[src/rtl/uart_cmd_parser.sv]
// Frames UART bytes into 4-byte command packets (AA, CMD, ARG, CHK), validates them,
// and drives the lens-filter mode/brightness registers for the VGA pixel pipeline.
module uart_cmd_parser #(
  parameter int unsigned TIMEOUT_CYCLES = 1_000_000,
  parameter int unsigned NUM_MODES      = 8,
  parameter logic [2:0]  DEF_MODE       = 3'd0,
  parameter logic [7:0]  DEF_BRIGHT     = 8'h80
) (
  input  logic       clk,
  input  logic       reset,
  input  logic [7:0] i_rx_data,
  input  logic       i_rx_done,
  output logic [2:0] o_filter_mode,
  output logic [7:0] o_brightness,
  output logic       o_cmd_valid,
  output logic       o_err,
  output logic [1:0] o_err_code
);

  localparam int unsigned CntW = $clog2(TIMEOUT_CYCLES);
  localparam logic [CntW-1:0] TermCnt = CntW'(TIMEOUT_CYCLES - 1);

  localparam logic [7:0] Header     = 8'hAA;
  localparam logic [7:0] CmdSetMode = 8'h01;
  localparam logic [7:0] CmdSetBri  = 8'h02;
  localparam logic [7:0] CmdRestore = 8'h03;

  localparam logic [1:0] ErrNone     = 2'd0;
  localparam logic [1:0] ErrChecksum = 2'd1;
  localparam logic [1:0] ErrBadCmd   = 2'd2;
  localparam logic [1:0] ErrTimeout  = 2'd3;

  typedef enum logic [1:0] {StIdle, StGotHdr, StGotCmd, StGotArg} state_e;

  state_e          state_q, state_d;
  logic [CntW-1:0] cnt_q, cnt_d;
  logic [7:0]      cmd_q, cmd_d;
  logic [7:0]      arg_q, arg_d;
  logic [2:0]      mode_q, mode_d;
  logic [7:0]      bright_q, bright_d;
  logic            valid_q, valid_d;
  logic            err_q, err_d;
  logic [1:0]      code_q, code_d;

  always_ff @(posedge clk or negedge reset) begin
    if (!reset) begin
      state_q  <= StIdle;
      cnt_q    <= '0;
      cmd_q    <= '0;
      arg_q    <= '0;
      mode_q   <= DEF_MODE;
      bright_q <= DEF_BRIGHT;
      valid_q  <= 1'b0;
      err_q    <= 1'b0;
      code_q   <= ErrNone;
    end else begin
      state_q  <= state_d;
      cnt_q    <= cnt_d;
      cmd_q    <= cmd_d;
      arg_q    <= arg_d;
      mode_q   <= mode_d;
      bright_q <= bright_d;
      valid_q  <= valid_d;
      err_q    <= err_d;
      code_q   <= code_d;
    end
  end

  always_comb begin
    state_d  = state_q;
    cnt_d    = cnt_q;
    cmd_d    = cmd_q;
    arg_d    = arg_q;
    mode_d   = mode_q;
    bright_d = bright_q;
    valid_d  = 1'b0;
    err_d    = 1'b0;
    code_d   = code_q;

    // A byte arriving on the terminal count wins over the timeout.
    if (i_rx_done || state_q == StIdle || cnt_q == TermCnt) begin
      cnt_d = '0;
    end else begin
      cnt_d = cnt_q + 1'b1;
    end

    if (i_rx_done) begin
      unique case (state_q)
        StIdle: begin
          if (i_rx_data == Header) state_d = StGotHdr;
        end
        StGotHdr: begin
          cmd_d   = i_rx_data;
          state_d = StGotCmd;
        end
        StGotCmd: begin
          arg_d   = i_rx_data;
          state_d = StGotArg;
        end
        StGotArg: begin
          state_d = StIdle;
          if (i_rx_data != (cmd_q ^ arg_q)) begin
            err_d  = 1'b1;
            code_d = ErrChecksum;
          end else begin
            valid_d = 1'b1;
            code_d  = ErrNone;
            case (cmd_q)
              CmdSetMode: begin
                if (32'(arg_q) < NUM_MODES) begin
                  mode_d = arg_q[2:0];
                end else begin
                  valid_d = 1'b0;
                  err_d   = 1'b1;
                  code_d  = ErrBadCmd;
                end
              end
              CmdSetBri:  bright_d = arg_q;
              CmdRestore: begin
                mode_d   = DEF_MODE;
                bright_d = DEF_BRIGHT;
              end
              default: begin
                valid_d = 1'b0;
                err_d   = 1'b1;
                code_d  = ErrBadCmd;
              end
            endcase
          end
        end
        default: state_d = StIdle;
      endcase
    end else if (state_q != StIdle && cnt_q == TermCnt) begin
      state_d = StIdle;
      err_d   = 1'b1;
      code_d  = ErrTimeout;
    end
  end

  assign o_filter_mode = mode_q;
  assign o_brightness  = bright_q;
  assign o_cmd_valid   = valid_q;
  assign o_err         = err_q;
  assign o_err_code    = code_q;

endmodule

[config.mk]
export PLATFORM = sky130hd
export DESIGN_NAME = uart_cmd_parser
export DESIGN_NICKNAME = d
export VERILOG_FILES = /design/src/rtl/uart_cmd_parser.sv
export SDC_FILE = /design/constraint.sdc
export NUM_CORES = 1
export LEC_CHECK = 0
export BUFFER_PORTS_ARGS = -buffer_cell sky130_fd_sc_hd__buf_2
export CAP_MARGIN = 20
export CELL_PAD_IN_SITES_DETAIL_PLACEMENT = 1
export CELL_PAD_IN_SITES_GLOBAL_PLACEMENT = 1
export CORE_UTILIZATION = 30
export CTS_CLUSTER_SIZE = 40
export DETAILED_ROUTE_END_ITERATION = 10
export GPL_TIMING_DRIVEN = 1
export PLACE_DENSITY = 0.59
export SLEW_MARGIN = 20
export SYNTH_ARGS = -nofsm -noshare
export SYNTH_HDL_FRONTEND = slang
export SYNTH_SLANG_ARGS = --single-unit
[constraint.sdc]
create_clock -name clk -period 3.49 [get_ports clk]
set_input_delay 0.698 -clock clk [delete_from_list [all_inputs] [get_ports clk]]
set_output_delay 0.698 -clock clk [all_outputs]
set_load 0.01 [all_outputs]
==> key figures, run 1 <==
Floorplanning
  • Die height: 95.5 µm
  • I/O Pins: 26
  • Die W: 95.5 µm
  • Die Area: 9120 µm²
  • Initial core utilization: 31.4%
  • Cell row count: 33
  • Core Region: 8340 µm²

Synth
  • Largest family of logic cells by synthesized area: simple AND/OR/NAND/NOR gates
  • Synth area leader: dfrtp_1
  • Seq/Total Area, Yosys: 50.6%
  • Synth warnings: 0
  • Synth top area share: 49.6%
  • Mux contribution to synthesized area: 11.8%
  • Xor/xnor cell area share of the yosys netlist: approximately 13%
  • Asr flop ratio synth: 100%
  • Area contributors post-synth: dfrtp_1, mux2_2, xnor3_1, xor2_1, nor2_1
  • Syn_nets: 243
  • Top_reg_cell synth: dfrtp_1
  • EDFF count, synth: 0
  • Post-Synth Simple-Gate Area: 18.2%
  • Syn Inst Count: roughly 230
  • Post-synthesis cell type count: 38
  • Post-synthesis adder-cell area fraction: 2.39%
  • Yosys reg bits: 53
  • Synth Area per Inst: 11.6 µm²
  • Post-Syn Area: 2620 µm²
  • Synth Area in Compound Gates: 2.15%

Worst setup path
  • Worst Path Max Fanout: 8
  • R2R depth: 5
  • Crit path DAT: 2.54 ns
  • Worst Setup End Kind: register
  • Crit Path Class: register to register
  • Req. time, crit path: 3.70 ns
  • Crit start category: register

Clock network
  • # clock sinks: 53
  • Setup bufs post-CTS: 0
  • Reg clk slew, reported paths: approximately 0.1 ns
  • Root buf cell: clkbuf_8
  • Total CTS buffers: 5
  • H-tree Lvls: 2
  • Later-pin clock latency in the skew report: 0.31 ns
  • # hold bufs at CTS: 0
  • CTS tree: built
  • Cts repair resizes: 0
  • Clock Tree Buf Depth: 2

Global route
  • Number of global-route vias before repair: 1,832
  • GRT Overall Usage: a little over an eighth
  • Initial antenna violation count: 0
  • Grt ovf: 0
  • Largest net degree at the start of global routing: 39
  • First-pass GRT wire length: approximately 9400 µm

Timing
  • Min Tclk post-route: 2.33 ns
  • Fin Setup TNS: 0 ns
  • Slew @ Worst Pin: 0.994 ns
  • Final Hold Fails: 0
  • Rel. slew slack: 33.6%
  • F_max: 429 MHz
  • RSZ-0062 raised after global routing: no
  • Final Slew Violations: 0
  • Final Cycle Share: 66.9%
  • Skew final: 0.0118 ns
  • Final setup violating endpoints: 0

Place
  • Placed cell count: roughly 350
  • IO Port Bufs: 25
  • RD Place Congestion: 0.744
  • Area of placed instances: 2870 µm²
  • Detail Placement HPWL: just over 4000 µm

Power and ir drop
  • Power Density: 658 nW/µm²
  • Peak VDD IR: ~0.19 mV
  • Leak Pwr: approximately 1.4 nW
  • Tot Pwr: 1.97 mW

Routing
  • Drt total wl: between 5000 and 6000 µm
  • DR pass1 iterations: 4
  • Number of remaining DRC errors: 0
  • Drt wl/cell: 15.9 µm
  • Via-per-instance ratio: roughly 4.8
  • Drt first-iter violations: 42
  • Post-DRT Antenna Nets: 0
  • DR vias: approximately 1,700

Outcome
  • Status: complete, no violations

Layout
  • Non-Filler Instances: around 360
  • Final antenna diode count: 0
  • Design Area, Final: 3000 µm²
  • Synth-to-layout area growth: 14.4%
  • Layout cells sized above 1: about a quarter
  • Layout filler cell count: 958
  • Finished Core Util: roughly 36%
  • Nets: 271

Flow run
  • Max-cap violation count: 0

Worst hold path
  • HP Class: primary input to async pin
-- layout make-up --
class                      instances  area (µm²)  share of cell area, %
sequential                        53        1330                   44.3
multi-input combinational        161        1240                   41.5
timing repair buffer              26         133                   4.42
tap                              105         131                   4.38
clock buffer                       5        68.8                   2.29
clock inverter                     3        65.1                   2.17
inverter                           8        30.0                   1.00
-- where the power goes --
group	switching [mW]	total, mW	internal (mW)	leakage [nW]
clock	0.208	0.493	0.285	0.0681
sequential	0.153	0.888	0.735	0.676
combinational	0.222	0.592	0.370	0.698
total	0.583	1.97	1.39	1.44
-- per-stage QoR --
step           hold WS [ns]  setup WS, ns
3_3_place_gp          0.462          1.03
3_5_place_dp          0.475          1.02
6_report              0.294          1.16
2_1_floorplan         0.402          1.29
4_1_cts               0.298          1.14
5_1_grt               0.317         0.965
-- routing by layer --
metal  GRT usage, %  vias to the layer above  routed length, µm
met5              0                        -                  0
met4           5.22                        0                 90
met3           2.31                        8                187
met2           20.5                       22               2530
met1           19.7                      863               2920
li1               -                      831                  -
-- cell usage after synthesis, types with 2 or more instances --
master	number
buf_2	2
nor3_1	7
inv_1	8
or3_1	2
xnor2_1	5
mux2_2	23
a21oi_1	3
nor2_1	23
xor2_1	13
or4bb_1	2
clkbuf_1	2
nand3_1	10
nand4_1	5
nand2_1	20
and3_1	6
xnor3_1	8
nor2b_1	8
dfrtp_1	52
ha_1	5
mux2i_1	5
-- placed cells by master, fill, tap and decap left out, drive strengths merged, types with 6 or more instances in the layout --
cell type	n
nand3	10
nor2	24
mux2	23
xnor3	8
buf	26
dfrtp	52
inv	8
nor2b	8
nand2	20
and3	6
nor3	7
xor2	13
-- kinds of logic after synthesis --
logic type,after synthesis
XOR/XNOR,26
AO/OA/AOI/OAI,9
multiplexers,28
adder cells (fa/ha/maj),5
buffers and inverters,13
AND/OR/NAND/NOR,93
flip-flops,53
-- path summary, 6_finish.rpt --
kind	endpoint	start	slack (ns)
min reg2reg	cnt_q[0]$_DFF_PN0_	cnt_q[0]$_DFF_PN0_	0.48
max in group asynchronous	o_brightness[7]$_DFFE_PN1P_	reset	2.36
max	o_brightness[0]$_DFFE_PN0P_	cmd_q[2]$_DFFE_PN0P_	1.16
min	cnt_q[7]$_DFF_PN0_	reset	0.29
max reg2reg	o_brightness[0]$_DFFE_PN0P_	cmd_q[2]$_DFFE_PN0P_	1.16
min in group clk	cnt_q[0]$_DFF_PN0_	cnt_q[0]$_DFF_PN0_	0.48
-- worst max-delay path, cell delays in order, from the launching register on --
cell,delay (ns)
dfrtp_1,0.42
or4_1,0.52
nor3_1,0.44
nand2_1,0.13
nor2_2,0.35
mux2_2,0.38
-- state kept, by name, summed over array words and instances, names as in the netlist --
name,cells
arg_q,8
cmd_q,8
cnt_q,20
o_brightness,8
o_cmd_valid,1
o_err,1
o_err_code,2
o_filter_mode,3
state_q,2
Note: power is estimated with default switching activity, not from simulation.
==> inputs of run 2 (changes only) <==
- ABC_AREA: default -> 1
- PLACE_DENSITY: 0.59 -> 0.63
- clock period: 3.49 -> 2.2 ns (I/O delays scaled with it)
==> run 2 against run 1 <==
Maximum frequency up 37%. Clock power up 47%. Sequential power up 52%. Clock skew up 0.0076 ns. Global-route usage up 2.5 points. Non-clock buffer count up 3. Power up 64%. Hold slack worse by 0.18 ns. Die area up 14%. Critical endpoint unchanged. Largest cell class is now multi-input combinational cells. Largest power group unchanged. Highest routed layer unchanged.
==> key figures, run 2 <==
Global route
  • Initial antenna violation count: 0
  • M1 GR Usage: 23.9%
  • Grt ovf: 0
  • Layer with the highest usage: met2
  • Met3 global-route usage: about 2.5%
  • Number of global-route vias before repair: 2,646
  • GR Util met2: 24.7%
  • First-pass GRT wire length: 13,000 µm
  • Largest net degree at the start of global routing: 32
  • GRT Overall Usage: between 10% and 20%

Timing
  • Final setup violating endpoints: 0
  • F_max: 587 MHz
  • Min Tclk post-route: 1.70 ns
  • Final Slew Violations: 0
  • RSZ-0062 raised after global routing: no
  • Final Cycle Share: 77.5%
  • Slew @ Worst Pin: 0.598 ns
  • Fin Setup TNS: 0 ns
  • Final Hold Fails: 0
  • Rel. slew slack: about three fifths
  • Skew final: between 0.015 and 0.02 ns
  • WHS: roughly 0.12 ns

Worst setup path
  • Slowest cell delay on critical path: 0.43 ns
  • Crit start category: register
  • Worst flop-to-flop path endpoint: o_brightness[0]$_DFFE_PN0P_
  • Worst Path Max Fanout: 8
  • Most frequent CP cell: nand2_1
  • Worst-path cell chain: inv_2 > nand2_1 > nand2_1 > nand2_1 > nand2_1 > nand2_1 > nor2_1 > nand4_2 > nand2_1 > nand2_1
  • Reg-to-Reg Start: arg_q[7]$_DFFE_PN0P_
  • Crit path DAT: 1.91 ns
  • Worst Setup End Kind: register
  • Slowest cell on the critical path: dfrtp_1
  • Flop-to-flop setup slack: 0.50 ns
  • Req. time, crit path: approximately 2.4 ns
  • Crit Path Class: register to register
  • R2R depth: 10

Power and ir drop
  • Comb pwr share: a little over a third
  • Leak Pwr: 1.75 nW
  • Total net switching power: between 1 and 1.5 mW
  • Tot Pwr: roughly 3.2 mW
  • Clock share of power: between 20% and 30%
  • Sw Ratio: 40.8%
  • Power Density: 952 nW/µm²
  • Peak VDD IR: 0.316 mV
  • Flop pwr share: 41.9%
  • Internal: 1.91 mW

Synth
  • Synth Area per Inst: approximately 7.1 µm²
  • Asr flop ratio synth: 100%
  • Synth area leader: dfrtp_1
  • Yosys reg bits: 53
  • EDFF count, synth: 0
  • Seq/Total Area, Yosys: 44.5%
  • Post-Syn Area: 2990 µm²
  • Post-synthesis cell type count: 26
  • Top-count cell post-synth: nand2_1
  • Top post-synthesis cells by count: nand2_1, nor2_1, dfrtp_1, inv_1, nand3_1
  • Synth top area share: 43.6%
  • Area contributors post-synth: dfrtp_1, nand2_1, nor2_1, inv_1, nand3_1
  • Synth warnings: 0
  • Top_reg_cell synth: dfrtp_1
  • Syn Inst Count: about 420
  • Syn_nets: 434

Floorplanning
  • Die W: 102 µm
  • Die Area: 10,400 µm²
  • Cell row count: 36
  • Core Region: 9730 µm²
  • I/O Pins: 26
  • Initial core utilization: 30.7%
  • Die height: roughly 100 µm

Clock network
  • # hold bufs at CTS: 0
  • Cts repair resizes: 0
  • Later-pin clock latency in the skew report: 0.32 ns
  • Root buf cell: clkbuf_8
  • H-tree Lvls: 2
  • Reg clk slew, reported paths: 0.11 ns
  • CTS tree: built
  • # clock sinks: 53
  • Setup bufs post-CTS: 0
  • Total CTS buffers: 5
  • Clock Tree Buf Depth: 2

Layout
  • Most flops, register: cnt_q
  • Final antenna diode count: 0
  • Design Area, Final: 3400 µm²
  • Most frequent cells in the layout: nand2_1, nor2_1, dfrtp_1, inv_1, nand3_1
  • Synth-to-layout area growth: 13.9%
  • Layout cells sized above 1: about 13%
  • Max FFs per register: 20
  • Most common cell after layout, fill and taps aside: nand2_1
  • Nets: 463

Routing
  • Drt first-iter violations: 81
  • Drt total wl: between 7000 and 8000 µm
  • Post-DRT Antenna Nets: 0
  • Via-per-instance ratio: 4.53
  • DR pass1 iterations: 4
  • Drt wl/cell: 13.0 µm
  • DR vias: roughly 2,600
  • Number of remaining DRC errors: 0

Place
  • IO Port Bufs: 25
  • RD Place Congestion: 0.756
  • Area of placed instances: about 3300 µm²
  • Detail Placement HPWL: 5880 µm

Flow run
  • Max-cap violation count: 0

Outcome
  • Status: complete, no violations

Worst hold path
  • HP Class: primary input to async pin
## run 2: through the flow
step	setup WS (ns)	utilization, %	std cells
3_3_place_gp	0.455	33.7	573
6_report	0.495	34.9	581
2_1_floorplan	0.784	-	418
4_1_cts	0.486	34.9	581
5_1_grt	0.132	34.9	581
3_5_place_dp	0.427	33.7	573
## run 2: final cells by class
class,instances,area (µm²)
fillers,1268,6330
multi-input cells,306,1420
flip-flops and latches,53,1330
inverters,52,195
repair buffers,29,168
well taps,133,166
clock buffers,6,82.6
clock inverters,2,37.5
## run 2: how the worst max path moves through the flow
| stage | startpoint | endpoint | slack [ns] | cells past startpoint |
|---|---|---|---|---|
| 3_5_place_dp | i_rx_data[6] | o_brightness[1]$_DFFE_PN0P_ | 0.43 | 11 |
| 2_1_floorplan | cnt_q[0]$_DFF_PN0_ | cnt_q[13]$_DFF_PN0_ | 0.78 | 9 |
| 3_3_place_gp | i_rx_data[6] | o_brightness[1]$_DFFE_PN0P_ | 0.45 | 11 |
| 4_1_cts | cnt_q[0]$_DFF_PN0_ | cnt_q[12]$_DFF_PN0_ | 0.49 | 10 |
| 5_1_grt | cnt_q[0]$_DFF_PN0_ | cnt_q[12]$_DFF_PN0_ | 0.13 | 10 |
| 6_report | arg_q[7]$_DFFE_PN0P_ | o_brightness[0]$_DFFE_PN0P_ | 0.50 | 10 |
## run 2: routing by layer
layer | routed length (µm) | share of wire (%)
met1 | 4140 | 55
met2 | 3130 | 42
met3 | 200 | 2.7
met4 | 68 | 0.90
met5 | 0 | 0
## run 2: cells by family after synthesis
kind of cell	share of synthesized area (%)
xor gates and xnor gates	1.76
DFF	44.5
buffers and inverters	7.88
adders and majority gates	2.10
and+or+nand+nor	40.3
AOI/OAI and AO/OA	3.52
## run 2: power groups by stage
stage / Combinational, mW / Sequential (mW) / Clock (mW)
floorplan: 0.887 / 1.32 / 0
global placement: 1.13 / 1.37 / 0
detailed placement: 1.17 / 1.38 / 0
CTS: 1.18 / 1.36 / 0.751
global route: 1.36 / 1.39 / 0.781
finish: 1.16 / 1.35 / 0.724
## run 2: critical path: cells and delay by family, from the launching register on
kind          cells  cell delay, ns
simple gates      9            1.04
flops             1            0.43
buf+inv           1            0.10
==> inputs of run 3 (changes only) <==
- ABC_AREA: 1 -> 0
- PLACE_DENSITY: 0.63 -> 0.61
- clock period: 2.2 -> 1.5 ns (I/O delays scaled with it)
==> run 3 against run 2 <==
The flow now finishes with violations (setup timing). Routed wire length fell by 2.6%. Non-clock buffer count is 70 higher. Utilization grew 12 points. Power increased by 53%. Via count shrank 20%. Global-route usage rose by 0.84 points. Die area is 12% lower. Maximum frequency decreased by 13%. Final cell count down 25%. Hold slack improved by 0.14 ns. Sequential power rose by 42%. Critical path type unchanged. Critical endpoint is now o_brightness[4]$_DFFE_PN0P_. Largest cell class unchanged. Largest power group is now combinational logic.
==> key figures, run 3 (synthesis gave the netlist of run 1 again) <==
Layout
  • Final antenna diode count: 0
  • Nets: 347
  • Most common cell after layout, fill and taps aside: buf_4
  • Most frequent cells in the layout: buf_4, dfrtp_1, buf_2, nand2_1, mux2_2
  • Most flops, register: cnt_q
  • Layout cells sized above 1: 54.5%
  • Max FFs per register: 20
  • Multi-input combinational cell area: 1600 µm²
  • FF/Latch Area: 1330 µm²
  • Finished Core Util: 47.3%
  • Layout filler cell count: 919
  • Synth-to-layout area growth: 50.3%

Global route
  • Largest net degree at the start of global routing: 27
  • GRT Overall Usage: 17.0%
  • Met3 global-route usage: 2.95%
  • Initial antenna violation count: 0
  • GR Util met2: 30.0%
  • Layer with the highest usage: met2
  • First-pass GRT wire length: 11,500 µm
  • Grt ovf: 0
  • M1 GR Usage: 20.8%
  • Number of global-route vias before repair: 2,190

Clock network
  • Total CTS buffers: 5
  • Clock Tree Buf Depth: 2
  • Root buf cell: clkbuf_8
  • Later-pin clock latency in the skew report: 0.32 ns
  • Reg clk slew, reported paths: 0.11 ns
  • H-tree Lvls: 2
  • # clock sinks: 53
  • CTS tree: built

Routing
  • Number of remaining DRC errors: 0
  • Drt wl/cell: 16.8 µm
  • Drt first-iter violations: 26
  • DR vias: 2,104
  • Post-DRT Antenna Nets: 0
  • Drt total wl: 7340 µm
  • DR pass1 iterations: 3
  • Via-per-instance ratio: 4.81

Worst setup path
  • Crit path DAT: 2.18 ns
  • Worst Setup End Kind: register
  • Worst-path cell chain: xnor3_1 > nand4_1 > or3_4 > nor2_4 > buf_12 > mux2_4
  • Crit start category: register
  • Worst Path Max Fanout: 8
  • Slowest cell delay on critical path: 0.45 ns
  • Slowest cell on the critical path: or3_4
  • Req. time, crit path: 1.71 ns
  • Crit Path Class: register to register
  • R2R depth: 6

Floorplanning
  • Cell row count: 33
  • Initial core utilization: 31.4%
  • Die Area: 9120 µm²
  • Die height: 95.5 µm
  • I/O Pins: 26
  • Die W: approximately 95 µm
  • Core Region: 8340 µm²

Timing
  • Final Cycle Share: 131%
  • Final Slew Violations: 0
  • Final setup violating endpoints: 36
  • Final Hold Fails: 0
  • F_max: between 500 and 600 MHz
  • Worst setup margin: -0.466 ns
  • Rel. slew slack: 63.3%
  • Min Tclk post-route: a little under 2 ns
  • RSZ-0062 raised after global routing: yes
  • Skew final: 0.0133 ns
  • Slew @ Worst Pin: roughly 0.55 ns

Power and ir drop
  • Internal: 3.28 mW
  • Total net switching power: 1.67 mW
  • Leak Pwr: 1.88 nW
  • Clock share of power: 16.8%
  • Power Density: between 1000 and 1500 nW/µm²
  • Tot Pwr: approximately 4.9 mW
  • Flop pwr share: about 39%
  • Peak VDD IR: 0.680 mV
  • Sw Ratio: 33.7%
  • Comb pwr share: 44.4%

Place
  • RD Place Congestion: 0.733
  • IO Port Bufs: 25
  • Detail Placement HPWL: 5040 µm
  • Pre-CTS WS: -0.646 ns

Worst hold path
  • HP Class: primary input to register
  • Worst hold stages: 2

Flow run
  • Max-cap violation count: 0

Outcome
  • Failing checks: setup timing
  • Status: finished, violations left
==> run 3: layout make-up <==
cell class / instances / share of cell area [%]
multi-input cells: 164 / 40.5
flip-flops and latches: 53 / 33.7
repair buffers: 99 / 19.5
well taps: 105 / 3.33
clock buffers: 5 / 1.75
inverters: 8 / 0.762
clock inverters: 3 / 0.444
==> run 3: metrics by stage <==
step	hold slack (ns)	setup TNS [ns]	instances	area [µm²]
2_1_floorplan	0.00441	-7.13	227	2700
3_3_place_gp	0.284	-11.05	408	3360
3_5_place_dp	0.281	-12.54	408	3360
4_1_cts	0.252	-8.77	428	3720
5_1_grt	0.276	-12.13	437	3940
6_report	0.257	-9.42	437	3940
==> run 3: path summary, 6_finish.rpt <==
path	slack, ns	from	to
max	-0.47	cmd_q[1]$_DFFE_PN0P_	o_brightness[4]$_DFFE_PN0P_
min	0.26	i_rx_data[3]	arg_q[3]$_DFFE_PN0P_
max reg2reg	-0.47	cmd_q[1]$_DFFE_PN0P_	o_brightness[4]$_DFFE_PN0P_
min reg2reg	0.47	o_brightness[7]$_DFFE_PN1P_	o_brightness[7]$_DFFE_PN1P_
max in group asynchronous	0.48	reset	o_cmd_valid$_DFF_PN0_
min in group asynchronous	0.47	reset	arg_q[0]$_DFFE_PN0P_
==> run 3: worst max-delay path: cells and delay by family (launching register included) <==
kind	cells	cell delay, ns
xor gates and xnor gates	1	0.31
buffers and inverters	1	0.14
DFF	1	0.41
muxes	1	0.30
and+or+nand+nor	3	0.71
==> run 3: per-layer routing <==
layer | up-vias | routed length, µm
met5 | - | 0
met4 | 0 | 127
met3 | 13 | 153
met2 | 30 | 3810
met1 | 1070 | 3250
li1 | 991 | -
==> run 3: timing repair <==
action	4_1_cts	5_1_grt
cloned	3	0
setup buffers	8	10
setup endpoints to repair	36	39
hold endpoints to repair	14	0
pin swaps	11	18
hold buffers	1	0
resized for setup	32	31
==> run 3: power by group through the flow <==
stage / Clock [mW] / Sequential (mW) / Combinational (mW)
2_1_floorplan: 0 / 1.96 / 1.11
3_3_place_gp: 0 / 1.94 / 1.92
3_5_place_dp: 0 / 1.95 / 1.96
4_1_cts: 0.849 / 1.92 / 2.13
5_1_grt: 0.896 / 1.96 / 2.41
6_report: 0.833 / 1.92 / 2.19
